**config.mk**
```make
export PLATFORM = sky130hd
export DESIGN_NAME = keypad_time_entry
export DESIGN_NICKNAME = d
export VERILOG_FILES = /design/src/rtl/keypad_time_entry.sv
export SDC_FILE = /design/constraint.sdc
export NUM_CORES = 1
export LEC_CHECK = 0
export ABC_AREA = 1
export CELL_PAD_IN_SITES_DETAIL_PLACEMENT = 0
export CELL_PAD_IN_SITES_GLOBAL_PLACEMENT = 2
export CORE_ASPECT_RATIO = 2
export CORE_MARGIN = 3
export CORE_UTILIZATION = 33
export CTS_CLUSTER_DIAMETER = 60
export DETAILED_ROUTE_END_ITERATION = 12
export GPL_TIMING_DRIVEN = 0
export MAX_ROUTING_LAYER = met4
export PLACE_DENSITY = 0.85
export SYNTH_ARGS = -nofsm -noshare
export SYNTH_HDL_FRONTEND = slang
export SYNTH_SLANG_ARGS = --single-unit
```
**constraint.sdc**
```tcl
create_clock -name clk -period 3.1 [get_ports clk]
set_input_delay 0.62 -clock clk [delete_from_list [all_inputs] [get_ports clk]]
set_output_delay 0.62 -clock clk [all_outputs]
set_load 0.03 [all_outputs]
```
**src/rtl/keypad_time_entry.sv**
```systemverilog
// keypad_time_entry
//   Front end of the microwave controller. Debounces the one-hot keypad into
//   digit strokes. Shifts the strokes into a 3-digit BCD time register (M:SS).
//   On a falling edge of the start key it issues a one-cycle load pulse that
//   carries the normalised time.
//
// Ports
//   clk          system clock
//   resetn       asynchronous active-low reset
//   teclado      keypad, one-hot, bit k = digit k
//   comecan      start key, active-low level (falling edge starts)
//   limpan       clear key, active-low level, sampled synchronously
//   enable       downstream timer idle; keys and start are ignored when low
//   min_bcd      minutes digit
//   sec_ten_bcd  tens-of-seconds digit
//   sec_one_bcd  units-of-seconds digit
//   digit_count  digits entered since last clear/load, saturating at 3
//   key_strobe   one-cycle pulse per accepted digit
//   load         one-cycle pulse; BCD outputs hold the loaded time meanwhile
module keypad_time_entry #(
  parameter int DEBOUNCE = 4,
  parameter int CNT_W    = 3
) (
  input  logic       clk,
  input  logic       resetn,
  input  logic [9:0] teclado,
  input  logic       comecan,
  input  logic       limpan,
  input  logic       enable,
  output logic [3:0] min_bcd,
  output logic [3:0] sec_ten_bcd,
  output logic [3:0] sec_one_bcd,
  output logic [1:0] digit_count,
  output logic       key_strobe,
  output logic       load
);

  typedef enum logic [1:0] {
    S_IDLE      = 2'd0,
    S_DEB_PRESS = 2'd1,
    S_HELD      = 2'd2,
    S_DEB_REL   = 2'd3
  } state_t;

  // The counter value seen on the edge that completes a debounce window.
  localparam logic [CNT_W-1:0] CNT_LAST = CNT_W'(DEBOUNCE - 1);
  localparam logic [CNT_W-1:0] CNT_ONE  = CNT_W'(1);

  state_t           r_state;
  logic [CNT_W-1:0] r_cnt;
  logic [9:0]       r_cand;
  logic [3:0]       r_min;
  logic [3:0]       r_ten;
  logic [3:0]       r_one;
  logic [1:0]       r_count;
  logic             r_key_strobe;
  logic             r_load;
  logic             r_comecan_d;

  logic       w_key_valid;
  logic [3:0] w_key_digit;
  logic       w_time_nz;
  logic       w_load_go;
  logic       w_press_done;

  assign w_key_valid = $onehot(teclado);

  always_comb begin
    w_key_digit = 4'd0;
    for (int k = 0; k < 10; k++) begin
      if (teclado[k]) w_key_digit = 4'(k);
    end
  end

  assign w_time_nz = |{r_min, r_ten, r_one};

  // Start event: registered copy high, live level low. A clear at the same
  // edge wins, so the (now zero) time is never loaded.
  assign w_load_go = r_comecan_d & ~comecan & enable & w_time_nz & limpan;

  // Last debounce sample of a stable press; r_load forces the FSM idle instead.
  assign w_press_done = (r_state == S_DEB_PRESS) && enable && !r_load &&
                        (teclado == r_cand) && (r_cnt == CNT_LAST);

  always_ff @(posedge clk or negedge resetn) begin
    if (!resetn) begin
      r_state      <= S_IDLE;
      r_cnt        <= '0;
      r_cand       <= '0;
      r_min        <= 4'd0;
      r_ten        <= 4'd0;
      r_one        <= 4'd0;
      r_count      <= 2'd0;
      r_key_strobe <= 1'b0;
      r_load       <= 1'b0;
      r_comecan_d  <= 1'b1;
    end else begin
      r_comecan_d  <= comecan;
      r_load       <= w_load_go;
      // A digit discarded by clear or load produces no strobe.
      r_key_strobe <= w_press_done & limpan & ~w_load_go;

      // Key FSM
      if (r_load) begin
        r_state <= S_IDLE;
        r_cnt   <= '0;
      end else begin
        case (r_state)
          S_IDLE: begin
            if (enable && w_key_valid) begin
              r_cand  <= teclado;
              r_cnt   <= CNT_ONE;
              r_state <= S_DEB_PRESS;
            end
          end
          S_DEB_PRESS: begin
            if (!enable || teclado != r_cand) begin
              r_state <= S_IDLE;
              r_cnt   <= '0;
            end else if (r_cnt == CNT_LAST) begin
              r_state <= S_HELD;
              r_cnt   <= '0;
            end else begin
              r_cnt <= r_cnt + CNT_ONE;
            end
          end
          S_HELD: begin
            // No auto-repeat: only a full release leaves this state.
            if (teclado == 10'd0) begin
              r_cnt   <= CNT_ONE;
              r_state <= S_DEB_REL;
            end
          end
          default: begin // S_DEB_REL
            if (teclado != 10'd0) begin
              r_state <= S_HELD;
              r_cnt   <= '0;
            end else if (r_cnt == CNT_LAST) begin
              r_state <= S_IDLE;
              r_cnt   <= '0;
            end else begin
              r_cnt <= r_cnt + CNT_ONE;
            end
          end
        endcase
      end

      // Time register: clear > post-load clear > load normalise > shift
      if (!limpan || r_load) begin
        r_min   <= 4'd0;
        r_ten   <= 4'd0;
        r_one   <= 4'd0;
        r_count <= 2'd0;
      end else if (w_load_go) begin
        if (r_ten > 4'd5) begin
          r_ten <= 4'd5;
          r_one <= 4'd9;
        end
      end else if (w_press_done) begin
        r_min <= r_ten;
        r_ten <= r_one;
        r_one <= w_key_digit;
        if (r_count != 2'd3) r_count <= r_count + 2'd1;
      end
    end
  end

  assign min_bcd     = r_min;
  assign sec_ten_bcd = r_ten;
  assign sec_one_bcd = r_one;
  assign digit_count = r_count;
  assign key_strobe  = r_key_strobe;
  assign load        = r_load;

endmodule

```
# Word level (Yosys, flattened, before mapping)
# Index checks and enable logic that the tools add are counted.
# word_totals
register_bits	32
out_inout_bits	16
elab_cells	106
# classes
n_addsub	11
n_lt_le_gt_ge	1
n_eq_ne	12
n_mux	39
n_bitwise	9
n_reduce_logical	24
# ops
op	count
$mux W4	18
$mux W2	12
$mux W3	6
$reduce_or A12 Y1	1
$add A1 B1 Y2	5
$eq A10 B10 Y1	1
$logic_not A10 Y1	1
$ne A10 B10 Y1	1
$reduce_bool A10 Y1	1
$pmux W3 S3	1
$add A2 B2 Y3	2
$and A1 B1 Y1	6
$ne A3 B3 Y1 const B	2
$pmux W2 S3	1
$reduce_and A2 Y1	3
$reduce_and A3 Y1	2
$reduce_bool A6 Y1	1
$logic_and A1 B1 Y1	5
$add A3 B3 Y4	1
$add A4 B2 Y4	1
$eq A4 B1 Y1 const B	1
$gt A4 B3 Y1 const B	1
$ne A4 B2 Y1 const B	1
$reduce_and A4 Y1	1
15 further kinds	21

# Depth between registers and ports, before layout
# Gate-level depths: netlist of the first run.
# depth
word_depth	12
depth_mapped	17
depth_no_buf	17

# Least setup slack after synthesis of the first run
# OpenSTA, ideal clock, no wires.
# synth_timing
kind	in2reg
from	in teclado[0]
to	reg r_cand[0]
setup_time_ns	0.130
t_arrival_ns	3.382
path_slack_ns	-0.412
cell_stages	14
n_path_buf	1
path_cell_list	fa_1 fa_1 inv_1 fa_1 inv_1 ha_1 inv_1 fa_1 nand3_1 nor2_1 nand3_1 clkbuf_1 nand2_1 o21ai_0
# synth_between
elab_chain_len	7
# synth_lines
item	line	source
start, declared	26	input logic [9:0] teclado,
$add A1 B1 Y2 (implied by the code)	66	assign w_key_valid = $onehot(teclado);
$add A2 B2 Y3 (implied by the code)	66	
$add A3 B3 Y4 (implied by the code)	66	
$add A4 B2 Y4 (implied by the code)	66	
$eq A4 B1 Y1	66	
$logic_and A1 B1 Y1	110	if (enable && w_key_valid) begin
$reduce_and A3 Y1 (no line)	--	
end signal, assigned	111	r_cand <= teclado;
end, declared	51	logic [9:0] r_cand;
# Several ways; a longest one is shown, not always the timed one.
# A chain may end at the register's enable or synchronous reset.

# Worst setup path in the final report of the first run
# layout_timing
from	in teclado[5]
to	reg r_cnt[1]
# layout_between
elab_chain_len	8
# layout_lines
item	line	source
$add A1 B1 Y2 (implied by the code)	66	
$add A2 B2 Y3 (implied by the code)	66	
$add A3 B3 Y4 (implied by the code)	66	
$add A4 B2 Y4 (implied by the code)	66	
$eq A4 B1 Y1	66	
$logic_and A1 B1 Y1	110	
$ne A3 B3 Y1 (no line)	--	
$reduce_and A2 Y1 (no line)	--	
end signal, assigned	124	r_cnt <= r_cnt + CNT_ONE;
end signal, assigned	142	r_cnt <= r_cnt + CNT_ONE;
end, declared	50	logic [CNT_W-1:0] r_cnt;
# Several ways; a longest one is shown, not always the timed one.

==> results of run 1 <==
-- power groups by stage --
stage | Sequential, W | Clock (W) | Combinational [W]
3_3_place_gp | 0.000602 | 0 | 0.000710
6_report | 0.000607 | 0.000501 | 0.000855
5_1_grt | 0.000622 | 0.000535 | 0.000958
2_1_floorplan | 0.000621 | 0 | 0.000474
4_1_cts | 0.000598 | 0.000518 | 0.000788
3_5_place_dp | 0.000602 | 0 | 0.000716
-- sequential cells by signal, summed over array words and instances (netlist names) --
| signal | count |
|---|---|
| r_cand | 10 |
| min_bcd | 4 |
| sec_one_bcd | 4 |
| sec_ten_bcd | 4 |
| r_cnt | 3 |
| digit_count | 2 |
| r_state | 2 |
| key_strobe | 1 |
| load | 1 |
| r_comecan_d | 1 |
-- metrics by stage --
| stage | setup slack, ps | area (um^2) | TNS, ps | total power (W) |
|---|---|---|---|---|
| 2_1_floorplan | -391 | 2290 | -5470 | 0.00109 |
| 3_3_place_gp | -1360 | 2710 | -19620 | 0.00131 |
| 3_5_place_dp | -1380 | 2700 | -19820 | 0.00132 |
| 4_1_cts | -470 | 2940 | -5630 | 0.00190 |
| 5_1_grt | -585 | 3020 | -7920 | 0.00211 |
| 6_report | -438 | 3020 | -6120 | 0.00196 |
-- worst max-delay path, cell delays in order --
cell and delay, ps:
buf_8 100, fa_1 490, fa_1 530, inv_2 40, fa_1 470, inv_2 100
ha_4 140, inv_2 30, fa_1 490, nand3_2 100, nor2_4 170, nand2_2 70
nand2_2 80, nand2_4 80, nor2_4 90, nand4_1 80, nand2_1 80
-- layout make-up --
class | count | area share, %
plain buffers | 3 | 1.33
flip-flops and latches | 32 | 26.6
repair buffers | 36 | 12.0
well taps | 88 | 3.65
clock buffers | 8 | 4.85
inverters | 50 | 6.31
multi-input cells | 237 | 45.3
-- Yosys cell counts (2+ instances only) --
cell,number,share of area [%]
a21oi_1,7,1.5
clkbuf_1,2,0.33
dfrtp_1,31,34
fa_1,6,5.3
ha_1,5,2.7
inv_1,34,5.6
inv_2,14,2.3
nand2_1,112,18
nand2_2,6,1.6
nand2_4,3,1.5
nand3_1,17,3.7
nand3_2,2,0.88
nand4_1,10,2.7
nor2_1,28,4.6
nor2_2,2,0.55
nor2_4,3,1.5
nor3_1,8,1.8
o21ai_0,15,3.3
o21ai_1,2,0.44
o21ai_2,4,1.5
-- worst min path at each step --
| stage | start | end | depth (start not counted) |
|---|---|---|---|
| 2_1_floorplan | resetn | digit_count[0] | 0 |
| 5_1_grt | resetn | sec_ten_bcd[2] | 1 |
| 4_1_cts | resetn | sec_one_bcd[0] | 1 |
| 6_report | resetn | sec_ten_bcd[2] | 1 |
| 3_3_place_gp | r_cnt[1] | r_cnt[1] | 2 |
| 3_5_place_dp | r_cnt[1] | r_cnt[1] | 2 |
-- kinds of logic (layout without fill, tap and decap cells) --
group / count (synthesis) / in the layout
adder cells (fa/ha/maj): 11 / 11
flip-flops: 32 / 32
buffers and inverters: 53 / 97
AO/OA/AOI/OAI: 31 / 31
AND/OR/NAND/NOR: 195 / 195
-- what timing repair did --
item | 4_1_cts | 5_1_grt
setup endpoints to repair | 15 | 15
gates cloned | 2 | 0
buffers inserted | 2 | 2
pin swaps | 7 | 8
resized for setup | 63 | 20
-- per-layer routing --
metal	global-route usage, %	vias up	wire length [um]
met5	-	-	0
met4	8.87	0	209
met3	3.00	12	180
met2	38.7	38	4180
met1	17.1	1004	2220
li1	-	1099	-
==> summary.md, run 1 <==
| Metric | Value |
|---|---|
| Arr. time, crit path | approximately 3800 ps |
| VDD IR max | about 0.23 mV |
| Top FF cell, synth | dfrtp_1 |
| # rows | 42 |
| Storage cell area | around 800 um^2 |
| Area growth, synth to finish | 32.3% |
| Synth Warn # | 0 |
| Seq/Total Area, Yosys | 35.2% |
| Placed Cells | between 400 and 500 |
| CTS Hold Bufs | 0 |
| Worst R2R Setup Slack | 1460 ps |
| Core ar. | ~6700 um^2 |
| Synth Area in Simple Gates | roughly two fifths |
| Reg power frac | 30.9% |
| Critical path required time | about 3300 ps |
| Post-synth cell types | 31 |
| Clock power frac | between 20% and 30% |
| Syn_area_per_cell | approximately 7 um^2 |
| Final Hold Viols | 0 |
| Crit path time final | roughly 3500 ps |
| Unrepaired setup endpoints after global routing | yes |
| Overflow left after global routing | 0 |
| Crit. End Element | flip-flop |
| P_sw | slightly below 0.0008 W |
| Clock latency on the worst-skew pair | ~280 ps |
| HP Class | input port to asynchronous set/reset pin |
| Final setup fails | 15 |
| CP endpoint | r_cnt[1] |
| Max-cap violations | 0 |
| DP HPWL | about 5300 um |
| Total CTS buffers | 5 |
| CTS tree | yes |
| Via count | 2153 |
| Sw frac | between 40% and 50% |
| Mux cell area share after synthesis | 0% |
| Cell Int Power | 0.00117 W |
| Worst Setup SP | teclado[5] |
| DR pass1 iterations | 4 |
| Reg-to-Reg End | min_bcd[2] |
| Ys async rst share | 100% |
| Share of layout cells above drive strength 1 | 23.5% |
| Detail Route Antenna Nets | 0 |
| Comb power frac | between 40% and 50% |
| WHS | 416 ps |
| Commonest non-fill, non-tap cell in the layout | nand2_1 |
| Cells on worst reg2reg path | 11 |
| Pwr dens | between 600 and 700 nW/um^2 |
| Fillers | about 720 |
| Post-synth EDFFs | 0 |
| XOR/XNOR Fraction of Synth Area | 0% |
| Top Ports | 31 |
| Reg2reg start | r_cand[4] |
| Crit path max fanout | 5 |
| Largest net degree at the start of global routing | 33 |
| Final Cycle Share | 114% |
| Mapped Nets | ~350 |
| Die height | 124 um |
| Headroom to the max-slew limit | a little under half |
| Placer Congestion | roughly 0.76 |
| Total GRT Usage | between 10% and 20% |
| Die area | around 8000 um^2 |
| PortBufs | 30 |
| Number of global-route vias before repair | ~2200 |
| Highest Clock Rate | 0.283 GHz |
| Most frequent cells in the layout | 100 x nand2_1, 31 x inv_1, 31 x dfrtp_1 |
| Complex-gate fraction of the synthesized area | just under 8% |
| Die X-Extent | 64.8 um |
| DR vias/cell | around 4.7 |
| Fin. max-slew vios | 0 |
| Diodes inserted | 0 |
| Largest family of logic cells by synthesized area | simple AND/OR/NAND/NOR gates |
| Mapped Cells | around 320 |
| Fin cells | between 400 and 500 |
| H-tree levels | 2 |
| CTS root buffer | clkbuf_16 |
| Fin nets | slightly below 400 |
| Routed wire length per instance | between 10 and 15 um |
| Failing checks | negative setup slack |
| Reg clk slew, reported paths | 50 ps |
| Fin util | a little under half |
| Number of antenna violations at the first check in global routing | 0 |
| Number of synthesized register bits | 32 |
| Mapped Area | between 2000 and 2500 um^2 |
| Post-synthesis adder-cell area fraction | approximately 8.0% |
| Final worst slack | -438 ps |
| DRT iter0 DRCs | 136 |
| Max Root-Sink Buffers | 2 |
| Final Skew | ~6.0 ps |
| Post-Route WL | approximately 6800 um |
| Initial Utilization | around 34% |
| Worst-margin pin slew | approximately 780 ps |
| First-pass GRT wire length | 11100 um |
| Footprint of the multi-input gates | roughly 1400 um^2 |
| P_leak | roughly 1.5 nW |
| CTS sink cnt | 32 |
| DRC errors left | 0 |
| Worst setup path class | input port to flip-flop |
| Startpoint types | input port |
| Status | finished, violations left |
(Power assumes the default switching activity.)
==> run 2, diff against run 1 <==
--- a/config.mk
+++ b/config.mk
@@ -14,6 +14,7 @@
 export CTS_CLUSTER_DIAMETER = 60
 export DETAILED_ROUTE_END_ITERATION = 12
 export GPL_TIMING_DRIVEN = 0
+export HOLD_SLACK_MARGIN = 0.03
 export MAX_ROUTING_LAYER = met4
 export PLACE_DENSITY = 0.85
 export SYNTH_ARGS = -nofsm -noshare
==> constraint.sdc (replaced) <==
create_clock -name clk -period 3.1 [get_ports clk]
set_input_delay 0.465 -clock clk [delete_from_list [all_inputs] [get_ports clk]]
set_output_delay 0.465 -clock clk [all_outputs]
set_load 0.03 [all_outputs]
==> results of run 2 <==
The final DEF is identical to that of run 1. Status: finished, violations left: negative setup slack.
Among the figures that moved: setup slack after placement -1380 ps -> -1230 ps; setup slack after layout -438 ps -> -283 ps; setup TNS -6120 ps -> -3790 ps; hold slack 416 ps -> 261 ps
==> run 3, diff against run 2 <==
--- a/config.mk
+++ b/config.mk
@@ -6,6 +6,7 @@
 export NUM_CORES = 1
 export LEC_CHECK = 0
 export ABC_AREA = 1
+export ABC_CLOCK_PERIOD_IN_PS = 3100
 export CELL_PAD_IN_SITES_DETAIL_PLACEMENT = 0
 export CELL_PAD_IN_SITES_GLOBAL_PLACEMENT = 2
 export CORE_ASPECT_RATIO = 2
==> results of run 3 <==
The final DEF is identical to that of run 1. Status: finished, violations left: negative setup slack.
Among the figures that moved: setup slack after placement -1380 ps -> -1230 ps; setup slack after layout -438 ps -> -283 ps; setup TNS -6120 ps -> -3790 ps; hold slack 416 ps -> 261 ps
